$ cat config.mk
export PLATFORM = sky130hd
export DESIGN_NAME = fetch_pc_gen
export DESIGN_NICKNAME = d
export VERILOG_FILES = /design/src/rtl/pcgen_pkg.sv /design/src/rtl/pred_fifo.sv /design/src/rtl/fetch_pc_gen.sv
export SDC_FILE = /design/constraint.sdc
export NUM_CORES = 1
export LEC_CHECK = 0
export ABC_CLOCK_PERIOD_IN_PS = 19000
export CAP_MARGIN = 10
export CORE_ASPECT_RATIO = 1.5
export CORE_MARGIN = 1
export CORE_UTILIZATION = 60
export CTS_CLUSTER_SIZE = 14
export DETAILED_ROUTE_END_ITERATION = 6
export PLACE_DENSITY = 0.8
export SLEW_MARGIN = 0
export SYNTH_ARGS = -nofsm -noshare
export SYNTH_HDL_FRONTEND = slang
export SYNTH_SLANG_ARGS = --single-unit
$ cat constraint.sdc
create_clock -name clk -period 19 [get_ports clk]
set_input_delay 3.8 -clock clk [delete_from_list [all_inputs] [get_ports clk]]
set_output_delay 3.8 -clock clk [all_outputs]
set_load 0.05 [all_outputs]
$ cat src/rtl/pcgen_pkg.sv
// Shared types and constants for the fetch PC generator.
// Optional build macro used by the top: PCGEN_PERF_EN (branch/mispredict counters).
package pcgen_pkg;

    localparam int unsigned XLEN       = 32;
    localparam int unsigned INSN_BYTES = 4;

    // One record per accepted fetch, held until the instruction resolves in execute.
    typedef struct packed {
        logic [XLEN-1:0] pc;
        logic            pred_taken;
        logic [XLEN-1:0] pred_next;
    } pred_entry_t;

    // Sequential successor of a fetch address; wraps modulo 2^XLEN.
    function automatic logic [XLEN-1:0] seq_next(input logic [XLEN-1:0] addr);
        return addr + XLEN'(INSN_BYTES);
    endfunction

endpackage

$ cat src/rtl/pred_fifo.sv
// Synchronous FIFO of prediction records with push/pop and a squash-all clear.
// Clear wins over a same-cycle push or pop. DEPTH must be a power of two.
module pred_fifo
    import pcgen_pkg::*;
#(
    parameter int unsigned DEPTH = 4
) (
    input  logic        clk,
    input  logic        rst,
    input  logic        clear,
    input  logic        push,
    input  pred_entry_t push_data,
    input  logic        pop,
    output pred_entry_t head,
    output logic        full,
    output logic        empty
);

    localparam int unsigned PW = (DEPTH > 1) ? $clog2(DEPTH) : 1;
    localparam int unsigned CW = $clog2(DEPTH + 1);

    pred_entry_t     mem_q [DEPTH];
    logic [PW-1:0]   wr_ptr_q;
    logic [PW-1:0]   rd_ptr_q;
    logic [CW-1:0]   count_q;
    logic            do_push;
    logic            do_pop;

    // Status flags, guarded push/pop and head-of-queue read.
    always_comb begin
        full    = (count_q == CW'(DEPTH));
        empty   = (count_q == '0);
        do_push = push & ~full;
        do_pop  = pop & ~empty;
        head    = mem_q[rd_ptr_q];
    end

    // Storage array; stale entries are harmless because occupancy gates every read.
    always_ff @(posedge clk) begin
        if (do_push) begin
            mem_q[wr_ptr_q] <= push_data;
        end
    end

    // Pointers wrap naturally at the power-of-two depth; count tracks 0..DEPTH.
    always_ff @(posedge clk) begin
        if (rst || clear) begin
            wr_ptr_q <= '0;
            rd_ptr_q <= '0;
            count_q  <= '0;
        end else begin
            if (do_push) begin
                wr_ptr_q <= wr_ptr_q + PW'(1);
            end
            if (do_pop) begin
                rd_ptr_q <= rd_ptr_q + PW'(1);
            end
            if (do_push && !do_pop) begin
                count_q <= count_q + CW'(1);
            end else if (!do_push && do_pop) begin
                count_q <= count_q - CW'(1);
            end
        end
    end

endmodule

$ cat src/rtl/fetch_pc_gen.sv
// Fetch-stage PC generator: drives the BTB lookup address, records each prediction,
// checks it at execute resolution, redirects on a mispredict and issues a registered
// BTB update. Define PCGEN_PERF_EN to add branch and mispredict counters.
module fetch_pc_gen
    import pcgen_pkg::*;
#(
    parameter logic [XLEN-1:0] RESET_PC   = 32'h0000_0000,
    parameter int unsigned     FIFO_DEPTH = 4
) (
    input  logic            clk,
    input  logic            rst,
    input  logic            stall,
    input  logic            btb_valid,
    input  logic            btb_taken,
    input  logic [XLEN-1:0] btb_target,
    output logic [XLEN-1:0] pc,
    output logic            fetch_valid,
    input  logic            ex_valid,
    input  logic            ex_is_branch,
    input  logic            ex_taken,
    input  logic [XLEN-1:0] ex_target,
    output logic            flush,
    output logic            btb_update,
    output logic [XLEN-1:0] btb_update_pc,
    output logic [XLEN-1:0] btb_update_target,
    output logic            btb_mispredicted
`ifdef PCGEN_PERF_EN
    ,
    output logic [XLEN-1:0] perf_branches,
    output logic [XLEN-1:0] perf_mispredicts
`endif
);

    logic [XLEN-1:0] pc_q;
    logic [XLEN-1:0] pc_d;

    logic            fifo_full;
    logic            fifo_empty;
    pred_entry_t     head;
    pred_entry_t     push_entry;

    logic            pred_taken;
    logic [XLEN-1:0] pred_next;
    logic            accept;

    logic            resolve;
    logic            actual_taken;
    logic [XLEN-1:0] actual_next;
    logic [XLEN-1:0] expected_next;
    logic            mispredict;
    logic            upd_fire;

    logic            upd_q;
    logic [XLEN-1:0] upd_pc_q;
    logic [XLEN-1:0] upd_target_q;
    logic            upd_mis_q;

    pred_fifo #(
        .DEPTH (FIFO_DEPTH)
    ) u_pred_fifo (
        .clk       (clk),
        .rst       (rst),
        .clear     (flush),
        .push      (accept),
        .push_data (push_entry),
        .pop       (resolve),
        .head      (head),
        .full      (fifo_full),
        .empty     (fifo_empty)
    );

    // Prediction, resolution compare and next-PC selection (mispredict > hold > predict).
    always_comb begin
        fetch_valid   = ~rst & ~stall & ~fifo_full;

        pred_taken    = btb_valid & btb_taken;
        pred_next     = pred_taken ? btb_target : seq_next(pc_q);

        resolve       = ex_valid & ~fifo_empty;
        actual_taken  = ex_is_branch & ex_taken;
        actual_next   = actual_taken ? ex_target : seq_next(head.pc);
        // A not-taken prediction always meant the sequential address.
        expected_next = head.pred_taken ? head.pred_next : seq_next(head.pc);
        mispredict    = resolve & (actual_next != expected_next);

        flush         = mispredict & ~rst;
        accept        = fetch_valid & ~flush;
        // Non-branches never touch the BTB, even when a false hit caused a redirect.
        upd_fire      = resolve & ex_is_branch & (ex_taken | mispredict);

        push_entry    = '{pc: pc_q, pred_taken: pred_taken, pred_next: pred_next};

        pc_d = pc_q;
        if (mispredict) begin
            pc_d = actual_next;
        end else if (accept) begin
            pc_d = pred_next;
        end

        pc                = pc_q;
        btb_update        = upd_q;
        btb_update_pc     = upd_pc_q;
        btb_update_target = upd_target_q;
        btb_mispredicted  = upd_mis_q;
    end

    // Fetch PC register.
    always_ff @(posedge clk) begin
        if (rst) begin
            pc_q <= RESET_PC;
        end else begin
            pc_q <= pc_d;
        end
    end

    // BTB update port, visible the cycle after resolution; address/target hold between updates.
    always_ff @(posedge clk) begin
        if (rst) begin
            upd_q        <= 1'b0;
            upd_pc_q     <= '0;
            upd_target_q <= '0;
            upd_mis_q    <= 1'b0;
        end else begin
            upd_q     <= upd_fire;
            upd_mis_q <= upd_fire & mispredict;
            if (upd_fire) begin
                upd_pc_q     <= head.pc;
                upd_target_q <= ex_target;
            end
        end
    end

`ifdef PCGEN_PERF_EN
    logic [XLEN-1:0] perf_br_q;
    logic [XLEN-1:0] perf_mis_q;

    // Free-running event counters; wrap at 2^XLEN.
    always_ff @(posedge clk) begin
        if (rst) begin
            perf_br_q  <= '0;
            perf_mis_q <= '0;
        end else begin
            if (resolve && ex_is_branch) begin
                perf_br_q <= perf_br_q + XLEN'(1);
            end
            if (mispredict) begin
                perf_mis_q <= perf_mis_q + XLEN'(1);
            end
        end
    end

    assign perf_branches    = perf_br_q;
    assign perf_mispredicts = perf_mis_q;
`endif

endmodule

==> metrics.txt <==
critical path's most frequent cell nor2_1; total die area 31360 um^2; GRT Resource Usage Total 34.12%; CP endpoint kind output pin; number of diodes 0; Worst Path Required 15.20 ns; Final Hold Viols 0; synthesized instance count 1456; Clk Latency, worst-skew pair 0.54 ns; Initial Util 60.97%; Tmin final 12.53 ns; Max IR drop VDD 0.1231 mV; Hold WC Path Type reg2reg; WL per Instance 26.31 um; CTS Buffer Depth 3; hold_buf cts 0; Max Clock Freq 0.07979 GHz; RSZ-0062 raised after global routing false; Final period util 65.97%; CP startpoint ex_is_branch; worst rel slew slack 31.41%; final setup fails 0; ys flop type edfxtp_1; Die X 144.9 um; Rows 78; CP max-delay cell clkdlybuf4s50_1; max-slew violations 0; crit path buf inv count 4; pin count of the biggest net entering global routing 109; Area Growth Syn to Fin 16.37%; Chip Height 216.4 um; Yosys warnings 0; Worst Setup EP flush; Crit path max-delay family simple AND/OR/NAND/NOR gates; H-tree levels 2; startpoint types primary input; post-synthesis async set-or-reset flop share 0%; DR vias 12882; total power 2.351 mW; Sinks on Clock Net 367; antenna violations before repair 1; Netlist cell types 81; synth top area cells edfxtp_1 (42%), dfxtp_1 (12%), mux4_2 (8.0%), mux2i_1 (6.2%), nand2b_1 (4.6%); Slowest Stage Delay on Critical Path 0.71 ns; Post-synth EDFFs 260; Crit Path Max Fanout 37; kind of critical path in2out; final setup margin 6.466 ns; TritonRoute pass-1 iters 6; Tightest Pin Transition 1.029 ns; Seq/Total Area, Yosys 54.12%; Yosys top cell area share 42.47%; vias in the first global route 12813; DRC 0; Avg Cell Area, Syn 12.63 um^2; Synth area leader edfxtp_1; core area 30160 um^2; CTS tree done; Final Routed Wirelength 53150 um; first-pass GRT wire length 79360 um; r2r setup slk 11.26 ns; syn_nets 1536; reg2reg path depth 14; clk root buf clkbuf_16; static leakage 6.951 nW; Cell Area, Synth 18390 um^2; DR vias/cell 6.377; final RePlAce weighted congestion 0.9585; status finished clean; Pwr per Cell Area 109.9 nW/um^2; CP cell instances clkdlybuf4s50_1 > nand2_2 > buf_4 > nor2_1 > nand2_1 > nor2_1 > a221oi_1 > nand4_1 > or4_1 > nor3_2 > and4b_1 > a31o_1 > buf_4 > nor2_1 > clkdlybuf4s50_1; post-CTS sizing 0; CTS Buf Count 35; Placement Setup Slack 6.567 ns; setup TNS 0 ns; Arrival @ worst endpoint 8.73 ns; Worst-path clk slew 0.06 ns; Max-Cap Viols 0; flops & latches, synth 367; antenna viol nets, final 0; Reg-to-Reg End u_pred_fifo.mem_q[0][9]$_DFFE_PP_; clk_skew 0.02484 ns; grt ovf 0; number of DRC markers in iteration 0 1419; hold slack 0.4687 ns; Worst path depth 15; postcts setup bufs 0; share of layout cells above drive strength 1 11.17%; # port buffers 171; IO Count 172; hpwl dp 36620 um; fin nets 1673
-- sequential cells by signal, indices dropped and copies added (netlist names), named ones only --
name / cells
btb_update: 1
u_pred_fifo.wr_ptr_q: 2
u_pred_fifo.mem_q: 260
btb_update_pc: 32
btb_mispredicted: 1
pc: 32
btb_update_target: 32
u_pred_fifo.count_q: 3
u_pred_fifo.rd_ptr_q: 2
-- worst min-delay path: stages, from the launching register on --
cell and delay (ns):
dfxtp_1 0.31, nand2b_1 0.06, mux2i_1 0.05
-- stage by stage --
step | cell area, um^2 | util [%] | std cells
2_1_floorplan | 18390 | - | 1456
3_3_place_gp | 20260 | 67.17 | 1956
3_5_place_dp | 20260 | 67.17 | 1956
4_1_cts | 21400 | 70.95 | 2020
5_1_grt | 21400 | 70.95 | 2020
6_report | 21400 | 70.95 | 2020
-- where the power goes --
group,switching (mW),internal [mW],leakage [nW]
Clock,0.297,0.399,0.557
Sequential,0.0685,0.963,3.27
Combinational,0.400,0.223,3.12
-- routing by layer --
metal | vias up | GRT usage [%] | part of all wire (%)
met3 | 125 | 4.358 | 7.4
met5 | - | 0 | 0.024
met2 | 731 | 57.00 | 50
li1 | 5704 | - | -
met1 | 6320 | 44.71 | 39
met4 | 2 | 15.32 | 4.1
-- layout make-up --
class                           instances  area [um^2]
Sequential cell                       367         9955
Clock buffer                           52         1011
Inverter                               17        63.81
Clock inverter                         12        128.9
Timing Repair Buffer                  186         1822
Multi-Input combinational cell        986         7915
Fill cell                            2055         8761
Tap cell                              400        500.5
-- cells in the final DEF (no fill, tap or decap), types with 5 or more instances in the layout --
master,instances
a211o_1,8
a211oi_1,29
a21oi_1,41
a31oi_1,11
and2_1,7
and3_1,5
buf_4,16
clkbuf_1,11
clkbuf_16,36
clkbuf_8,5
clkdlybuf4s50_1,170
dfxtp_1,105
edfxtp_1,260
ha_1,7
inv_1,15
mux2_1,15
mux2_2,20
mux2i_1,114
mux4_2,65
nand2_1,55
nand2b_1,135
nand3_1,39
nand4_1,20
nor2_1,137
nor3_1,24
nor3b_1,7
nor4_1,6
o21ai_0,21
o31ai_1,5
or2_2,6
or3_1,6
or4_1,7
xnor2_1,70
xor2_1,42
-- cells by family (layout without fill, tap and decap cells) --
logic type / after synthesis / in the layout / synth area share, %
fa+ha+maj: 8 / 8 / 0.5853
flops: 367 / 367 / 54.12
compound gates: 158 / 158 / 5.941
simple gates: 491 / 491 / 14.39
buf+inv: 103 / 267 / 2.947
xor+xnor: 115 / 115 / 5.710
mux: 214 / 214 / 16.31
-- cells in the mapped netlist (4+ instances only) --
cell type,n
edfxtp_1,260
nor2_1,137
nand2b_1,135
mux2i_1,114
dfxtp_1,107
xnor2_1,70
mux4_2,65
nand2_1,57
clkbuf_1,44
xor2_1,42
a21oi_1,41
nand3_1,39
a211oi_1,29
nor3_1,24
o21ai_0,21
mux2_2,20
nand4_1,20
inv_1,15
mux2_1,15
buf_2,12
buf_6,12
a31oi_1,11
and3_1,9
buf_4,9
a211o_1,8
buf_1,8
and2_1,7
ha_1,7
nor3b_1,7
or4_1,7
nor4_1,6
or2_2,6
or3_1,6
o31ai_1,5
and4_1,4
nand3b_1,4
nor4b_1,4
o22a_1,4
-- worst min-delay path by stage --
| stage | start | to | slack [ns] | cells past startpoint |
|---|---|---|---|---|
| after global routing | btb_update_pc[22]$_SDFFE_PP0P_ | btb_update_pc[22]$_SDFFE_PP0P_ | 0.49 | 2 |
| after CTS | btb_update_pc[22]$_SDFFE_PP0P_ | btb_update_pc[22]$_SDFFE_PP0P_ | 0.47 | 2 |
| after floorplan | u_pred_fifo.rd_ptr_q[1]$_SDFFE_PP0P_ | flop | 0.47 | 2 |
| after global placement | btb_update_target[30]$_SDFFE_PP0P_ | btb_update_target[30]$_SDFFE_PP0P_ | 0.46 | 2 |
| final | btb_update_pc[22]$_SDFFE_PP0P_ | btb_update_pc[22]$_SDFFE_PP0P_ | 0.47 | 2 |
| after detailed placement | btb_update_pc[0]$_SDFFE_PP0P_ | btb_update_pc[0]$_SDFFE_PP0P_ | 0.46 | 2 |
Note: power is estimated with default switching activity, not from simulation.
